[config.mk]
export PLATFORM = sky130hd
export DESIGN_NAME = trace_match_engine_flat
export DESIGN_NICKNAME = d
export VERILOG_FILES = /design/src/rtl/trace_match_engine_if.sv /design/src/rtl/trace_match_engine.sv /design/src/flat_wrapper.sv
export SDC_FILE = /design/constraint.sdc
export NUM_CORES = 1
export LEC_CHECK = 0
export BUFFER_PORTS_ARGS = -buffer_cell sky130_fd_sc_hd__buf_2
export CAP_MARGIN = 20
export CORE_AREA = 2 2 461 463
export CTS_BUF_LIST = sky130_fd_sc_hd__clkbuf_8 sky130_fd_sc_hd__clkbuf_16
export DETAILED_ROUTE_END_ITERATION = 10
export DIE_AREA = 0 0 463 465
export MAX_ROUTING_LAYER = met4
export PLACE_DENSITY = 0.3
export SETUP_SLACK_MARGIN = 0.3
export SYNTH_ARGS = -nofsm -noshare
export SYNTH_HDL_FRONTEND = slang
export SYNTH_SLANG_ARGS = --single-unit
[constraint.sdc]
create_clock -name trace_clk -period 4.1 [get_ports trace_clk]
set_clock_uncertainty 0.1 [all_clocks]
set_input_delay 0.205 -clock trace_clk [delete_from_list [all_inputs] [get_ports trace_clk]]
set_output_delay 0.205 -clock trace_clk [all_outputs]
set_load 0.1 [all_outputs]
[src/rtl/trace_match_engine_if.sv]
// Trace byte stream from the TPIU deserializer into the matcher.
//   I_data        deserialized trace byte
//   I_data_valid  byte valid this cycle; there is no backpressure
interface trace_match_engine_if;
  logic [7:0] I_data;
  logic       I_data_valid;
  modport master (output I_data, output I_data_valid);
  modport slave  (input  I_data, input  I_data_valid);
endinterface

[src/rtl/trace_match_engine.sv]
// Trace pattern matcher.
// Accepted bytes shift into a pBUFFER_SIZE-bit window, newest byte in [7:0].
// Once the window holds pBUFFER_SIZE/8 bytes, every accepted byte is evaluated
// against pMATCH_RULES masked patterns one cycle later. The cycle after that,
// the per-rule saturating counters and the trigger are updated.
// Ports:
//   trace_clk, reset_n       clock, async active-low reset
//   i_trc                    byte stream (I_data / I_data_valid)
//   I_synchronized           TPIU sync; low forces IDLE and empties the window
//   I_trace_reset_sync       level clear of the matcher, counters and trigger
//   I_pattern_enable         per-rule enable
//   I_trig_toggle            0 = pulse trigger, 1 = toggle trigger
//   I_trace_trig_enable      arm trigger generation
//   I_capture_rules_mode     1 = one trigger per arming
//   I_pattern_flat/I_mask_flat  rule i at [i*pBUFFER_SIZE +: pBUFFER_SIZE]
//   O_matching_pattern       per-rule result of the latest evaluation
//   O_matching_buffer        window captured at the latest evaluation with a hit
//   O_trace_count_flat       rule i hit counter at [i*8 +: 8]
//   O_trigger, O_armed       trigger output, state == ARMED
module trace_match_engine #(
  parameter int pBUFFER_SIZE = 64,
  parameter int pMATCH_RULES = 8
) (
  input  logic                                 trace_clk,
  input  logic                                 reset_n,
  trace_match_engine_if.slave                  i_trc,
  input  logic                                 I_synchronized,
  input  logic                                 I_trace_reset_sync,
  input  logic [pMATCH_RULES-1:0]              I_pattern_enable,
  input  logic                                 I_trig_toggle,
  input  logic                                 I_trace_trig_enable,
  input  logic                                 I_capture_rules_mode,
  input  logic [pMATCH_RULES*pBUFFER_SIZE-1:0] I_pattern_flat,
  input  logic [pMATCH_RULES*pBUFFER_SIZE-1:0] I_mask_flat,
  output logic [pMATCH_RULES-1:0]              O_matching_pattern,
  output logic [pBUFFER_SIZE-1:0]              O_matching_buffer,
  output logic [8*pMATCH_RULES-1:0]            O_trace_count_flat,
  output logic                                 O_trigger,
  output logic                                 O_armed
);
  localparam int NB = pBUFFER_SIZE / 8;
  localparam int FW = $clog2(NB + 1);
  localparam logic [FW-1:0] FILL_MAX  = FW'(NB);
  localparam logic [FW-1:0] FILL_LAST = FW'(NB - 1);

  typedef enum logic [1:0] {IDLE, FILL, ARMED, DONE} state_t;

  state_t                  r_state, w_state_nxt;
  logic [pBUFFER_SIZE-1:0] r_win;
  logic [FW-1:0]           r_fill;
  // [0]: evaluation due next edge, [1]: count/trigger due next edge
  logic [1:0]              r_vld_pipe;
  logic [pMATCH_RULES-1:0] r_match;
  logic [pBUFFER_SIZE-1:0] r_buf;
  logic                    r_trig;
  logic [pMATCH_RULES-1:0] w_hit;
  logic                    w_accept, w_full_after, w_fire, w_cnt_en;

  assign w_accept     = i_trc.I_data_valid & (r_state != IDLE);
  // fill will be full once this byte lands (NB-1 -> NB, or already saturated)
  assign w_full_after = (r_fill >= FILL_LAST);
  // r_match holds the hits of the evaluation whose count stage is now due
  assign w_fire       = r_vld_pipe[1] & (r_state == ARMED) & (|r_match);
  assign w_cnt_en     = I_synchronized & r_vld_pipe[1] & (r_state != IDLE);

  for (genvar g = 0; g < pMATCH_RULES; g++) begin : g_rule
    logic [pBUFFER_SIZE-1:0] w_pat, w_mask;
    logic [7:0]              r_cnt;
    assign w_pat    = I_pattern_flat[g*pBUFFER_SIZE +: pBUFFER_SIZE];
    assign w_mask   = I_mask_flat[g*pBUFFER_SIZE +: pBUFFER_SIZE];
    assign w_hit[g] = I_pattern_enable[g] & ~(|((r_win ^ w_pat) & w_mask));
    assign O_trace_count_flat[g*8 +: 8] = r_cnt;

    // sync loss keeps counters; only reset_sync clears them
    always_ff @(posedge trace_clk or negedge reset_n) begin
      if (!reset_n)                                      r_cnt <= '0;
      else if (I_trace_reset_sync)                       r_cnt <= '0;
      else if (w_cnt_en && r_match[g] && r_cnt != 8'hFF) r_cnt <= r_cnt + 8'd1;
    end
  end

  always_ff @(posedge trace_clk or negedge reset_n) begin
    if (!reset_n) begin
      r_win      <= '0;
      r_fill     <= '0;
      r_vld_pipe <= '0;
      r_match    <= '0;
      r_buf      <= '0;
      r_trig     <= 1'b0;
    end else if (I_trace_reset_sync) begin
      r_win      <= '0;
      r_fill     <= '0;
      r_vld_pipe <= '0;
      r_match    <= '0;
      r_buf      <= '0;
      r_trig     <= 1'b0;
    end else if (!I_synchronized) begin
      // in-flight work is dropped; a toggle level holds, a pulse ends
      r_win      <= '0;
      r_fill     <= '0;
      r_vld_pipe <= '0;
      r_trig     <= I_trig_toggle ? r_trig : 1'b0;
    end else begin
      if (w_accept) begin
        r_win <= (r_win << 8) | pBUFFER_SIZE'(i_trc.I_data);
        if (r_fill != FILL_MAX) r_fill <= r_fill + 1'b1;
      end
      r_vld_pipe <= {r_vld_pipe[0], w_accept & w_full_after};
      if (r_vld_pipe[0]) begin
        r_match <= w_hit;
        if (|w_hit) r_buf <= r_win;
      end
      if (w_fire) r_trig <= I_trig_toggle ? ~r_trig : 1'b1;
      else        r_trig <= I_trig_toggle ? r_trig : 1'b0;
    end
  end

  always_ff @(posedge trace_clk or negedge reset_n) begin
    if (!reset_n) r_state <= IDLE;
    else          r_state <= w_state_nxt;
  end

  always_comb begin
    w_state_nxt = r_state;
    if (I_trace_reset_sync || !I_synchronized) begin
      w_state_nxt = IDLE;
    end else begin
      case (r_state)
        IDLE:  w_state_nxt = FILL;
        FILL:  if ((r_fill == FILL_MAX) && I_trace_trig_enable) w_state_nxt = ARMED;
        ARMED: if (!I_trace_trig_enable)                   w_state_nxt = FILL;
               else if (w_fire && I_capture_rules_mode)    w_state_nxt = DONE;
        DONE:  if (!I_trace_trig_enable)                   w_state_nxt = FILL;
      endcase
    end
  end

  assign O_matching_pattern = r_match;
  assign O_matching_buffer  = r_buf;
  assign O_trigger          = r_trig;
  assign O_armed            = (r_state == ARMED);
endmodule
[src/flat_wrapper.sv]
// flat-port wrapper written by rule: the top's interface ports become plain ports
module trace_match_engine_flat 
#(
  parameter int pBUFFER_SIZE = 64,
  parameter int pMATCH_RULES = 8
)
  (trace_clk, reset_n, I_synchronized, I_trace_reset_sync, I_pattern_enable, I_trig_toggle, I_trace_trig_enable, I_capture_rules_mode, I_pattern_flat, I_mask_flat, O_matching_pattern, O_matching_buffer, O_trace_count_flat, O_trigger, O_armed, i_trc_I_data, i_trc_I_data_valid);
  trace_match_engine_if i_trc_i ();
  input  logic trace_clk;
  input  logic reset_n;
  input  logic I_synchronized;
  input  logic I_trace_reset_sync;
  input  logic [pMATCH_RULES-1:0] I_pattern_enable;
  input  logic I_trig_toggle;
  input  logic I_trace_trig_enable;
  input  logic I_capture_rules_mode;
  input  logic [pMATCH_RULES*pBUFFER_SIZE-1:0] I_pattern_flat;
  input  logic [pMATCH_RULES*pBUFFER_SIZE-1:0] I_mask_flat;
  output logic [pMATCH_RULES-1:0] O_matching_pattern;
  output logic [pBUFFER_SIZE-1:0] O_matching_buffer;
  output logic [8*pMATCH_RULES-1:0] O_trace_count_flat;
  output logic O_trigger;
  output logic O_armed;
  input wire logic [$bits(i_trc_i.I_data)-1:0] i_trc_I_data;
  input wire logic [$bits(i_trc_i.I_data_valid)-1:0] i_trc_I_data_valid;
  assign i_trc_i.I_data = i_trc_I_data;
  assign i_trc_i.I_data_valid = i_trc_I_data_valid;
  trace_match_engine #(.pBUFFER_SIZE(pBUFFER_SIZE), .pMATCH_RULES(pMATCH_RULES)) u_core (.trace_clk(trace_clk), .reset_n(reset_n), .i_trc(i_trc_i), .I_synchronized(I_synchronized), .I_trace_reset_sync(I_trace_reset_sync), .I_pattern_enable(I_pattern_enable), .I_trig_toggle(I_trig_toggle), .I_trace_trig_enable(I_trace_trig_enable), .I_capture_rules_mode(I_capture_rules_mode), .I_pattern_flat(I_pattern_flat), .I_mask_flat(I_mask_flat), .O_matching_pattern(O_matching_pattern), .O_matching_buffer(O_matching_buffer), .O_trace_count_flat(O_trace_count_flat), .O_trigger(O_trigger), .O_armed(O_armed));
endmodule
==> impl_metrics.tcl <==
set metrics [dict create \
    path_class "flop to flop" \
    r2r_start "u_core.r_win[52]" \
    pwr-share-comb_pct 22.6 \
    fmax_ghz 0.263 \
    holdPathStages 4 \
    ys_ff_latch 209 \
    p_sw_share_pct 33.7 \
    finalWeightedCongestion 0.953 \
    grt_pass1_vias 22375 \
    syn_area_sq_um 17200 \
    seq_power_share_pct 30.1 \
    final_cell_area_sq_um 30000 \
    synth_top_family_by_area "XOR/XNOR gates" \
    synth_mux_area_share_pct 0.175 \
    arrival_ps 4130 \
    finalCriticalPeriod_ps 3800 \
    start_util_pct 8.16 \
    fin_cells 6303 \
    ant_nets 0 \
    dieWidth_microns 463 \
    yosys-top-cells-area "dfrtp_1 30%, xor2_1 28%, a22oi_1 9.8%" \
    drc 0 \
    slew_violations 0 \
    setup_violations 0 \
    p_int_mw 4.56 \
    postSynth.asyncResetShare_pct 100 \
    required_ps 4430 \
    synthToLayoutAreaGrowth_pct 74.2 \
    io_pins 1186 \
    pre_cts_slack_ps -297 \
    cts.clk_slew.worst_paths_ps 60 \
    final_core_util_pct 14.2 \
    final_cell_mix "1,184 x buf_2, 550 x xor2_1, 223 x a22oi_1, 185 x nand2_1, 168 x buf_4" \
    min_period_over_period_pct 92.7 \
    path_cells "xor2_1 > a22oi_1 > nand4_1 > nor4_2 > nand4_1 > buf_4 > nand3_1 > nor3_4 > buf_16 > buf_4 > o32ai_2" \
    yosysWarnings 0 \
    reg2reg_setup_slack_ps 300 \
    hold_path_class "input pin to flop" \
    clockPowerShare_pct 47.3 \
    final_common_cell "buf_2" \
    antenna_found_initial 494 \
    synth-edff-count 0 \
    cts_buffers 36 \
    htreeDepth 2 \
    io_buffers 1185 \
    synth-main-ff-cell "dfrtp_1" \
    rsz0062_at_grt "false" \
    status "completed" \
    synth_top_cell_by_area "dfrtp_1" \
    crit_fanout 11 \
    first_pass_iters 7 \
    cpMaxStageDelayCell "xor2_1" \
    critPathLaunchType "flop" \
    synth_nets 2933 \
    worst_slew_pin_slew_ps 1170 \
    synth_compound_area_share_pct 20.6 \
    fin_ws_ps 299 \
    cts_tree "built" \
    synth-simple-area-share_pct 11.1 \
    drv_cap 0 \
    critPathLaunch "u_core.r_win[52]" \
    endpoint_kind "flop" \
    power.total_mw 6.88 \
    vias 22536 \
    synthAdderAreaFrac_pct 1.09 \
    synth.top_cell.area_share_pct 30.4 \
    synthXorXnorAreaFrac_pct 28.6 \
    nNetsFinal 4262 \
    clk_path_buf_depth 3 \
    max_stage_delay_ps 730 \
    viasPerCell 3.58 \
    syn_area_per_cell_sq_um 9.20 \
    seq_area_frac_synth_pct 30.4 \
    drt_iter0_markers 1519 \
    dpl_cell_area_sq_um 27800 \
    synth_cell_types 41 \
    nFillCells 24371 \
    clk_latency_ps 630 \
    drive_gt1_share_pct 48.8 \
    row_count 169 \
    r2r-end "u_core.O_matching_buffer[59]" \
    syn_inst 1870 \
    clock-root-buffer "clkbuf_16" \
    hold_viol_final 0 \
    die_h_microns 465 \
    powerDensity_nw_per_um2 230 \
    p_sw_mw 2.32 \
    wl_per_cell_microns 43.2 \
    core_sq_um 211000 \
    ir_drop_mv 0.204 \
    power_leakage_nw 14.7 \
    grt_max_degree 72 \
    ff2ff_path_depth 11 \
    dpl.cell_count 5960 \
    cts_sinks 209 \
    die_area_sq_um 215000 \
    wl_microns 272000 \
    endpoint "u_core.O_matching_buffer[59]" \
    hpwl_microns 244000 \
    max-slew-margin-rel_pct 22.0 \
    grtUsageTotal_pct 25.1 \
    grt_pass1_wl_microns 321000 \
    grt_overflow 0 \
]
## per-stage QoR
step / setup TNS (ps) / hold WS [ps]
floorplan: 0 / -191
global placement: -25790 / 169
detailed placement: -14300 / 167
CTS: 0 / 7.92
global route: 0 / 55.0
finish: 0 / 51.8
## critical path, delay by kind of cell, from the launching register on
kind / cells / cell delay [ps]
DFF: 1 / 630
buffers and inverters: 3 / 650
AOI/OAI and AO/OA: 2 / 300
xor gates and xnor gates: 1 / 730
and+or+nand+nor: 5 / 1140
## cell usage after synthesis (2+ instances only)
| cell | n |
|---|---|
| a222oi_1 | 8 |
| nand2_1 | 185 |
| o211a_1 | 5 |
| nand4_1 | 84 |
| buf_1 | 3 |
| a21oi_1 | 88 |
| nand2b_1 | 8 |
| nor2_1 | 54 |
| buf_4 | 35 |
| o21ai_0 | 20 |
| nand3_1 | 12 |
| xor2_1 | 550 |
| a31oi_1 | 2 |
| a221oi_1 | 8 |
| mux2i_1 | 3 |
| or3_1 | 10 |
| inv_1 | 135 |
| buf_6 | 42 |
| a22oi_1 | 224 |
| dfrtp_1 | 209 |
| xnor2_1 | 11 |
| nor4_1 | 10 |
| ha_1 | 15 |
| nor3_1 | 9 |
| a22o_1 | 8 |
| o32ai_1 | 4 |
| and3_1 | 21 |
| o32ai_2 | 60 |
| clkbuf_1 | 35 |
## registers in the layout, indices dropped and copies added (netlist names)
name                       flops
u_core.r_fill                  4
u_core.g_rule.r_cnt           64
u_core.r_win                  64
u_core.r_state                 2
u_core.O_matching_buffer      64
u_core.O_matching_pattern      8
u_core.r_vld_pipe              2
u_core.O_trigger               1
## power groups by stage
stage	clock network, mW	logic, mW	registers (mW)
floorplan	0	0.398	2.10
global placement	0	1.56	2.11
detailed placement	0	1.55	2.11
CTS	3.38	1.58	2.07
global route	3.44	1.63	2.07
finish	3.26	1.56	2.07
## layout make-up
type	count	area, sq um	share of cell area, %
antenna	258	646	2.16
tap	2821	3530	11.8
timing repair buffer	1406	8100	27.0
multi-input combinational	1411	10700	35.7
clock inverter	24	228	0.760
inverter	135	507	1.69
sequential	209	5300	17.7
clock buffer	39	942	3.15
## kinds of logic (layout without fill, tap and decap cells)
| family | Yosys count | after routing |
|---|---|---|
| XOR/XNOR | 561 | 561 |
| AO/OA/AOI/OAI | 430 | 430 |
| AND/OR/NAND/NOR | 402 | 402 |
| buffers and inverters | 250 | 1604 |
| flip-flops | 209 | 209 |
| adder cells (fa/ha/maj) | 15 | 15 |
| multiplexers | 3 | 3 |
| other | 0 | 258 |
## worst min-delay path by stage
stage	startpoint	endpoint	slack [ps]
global placement	reset_n	u_core.g_rule[5].r_cnt[2]	170
CTS	I_mask_flat[6]	u_core.O_matching_pattern[0]	8
global route	I_mask_flat[6]	u_core.O_matching_pattern[0]	50
detailed placement	reset_n	u_core.g_rule[5].r_cnt[0]	170
finish	I_mask_flat[6]	u_core.O_matching_pattern[0]	50
floorplan	reset_n	u_core.O_matching_buffer[0]	-190
## layer usage
layer  up-vias  GRT usage [%]  share of wire [%]
li1       9624              -                  -
met3       422           13.0                 12
met2      1611           39.7                 45
met1     10879           28.1                 40
met4         0           5.55                2.9
met5         -              -                  0
## repair_timing
item,in CTS,in global routing
endpoints found under the setup margin,64,22
gates resized for setup,17,2
hold endpoints to repair,83,0
hold buffers,16,0
setup buffers,6,0
pin swaps,7,1
Power figures use the tool's default switching activity.
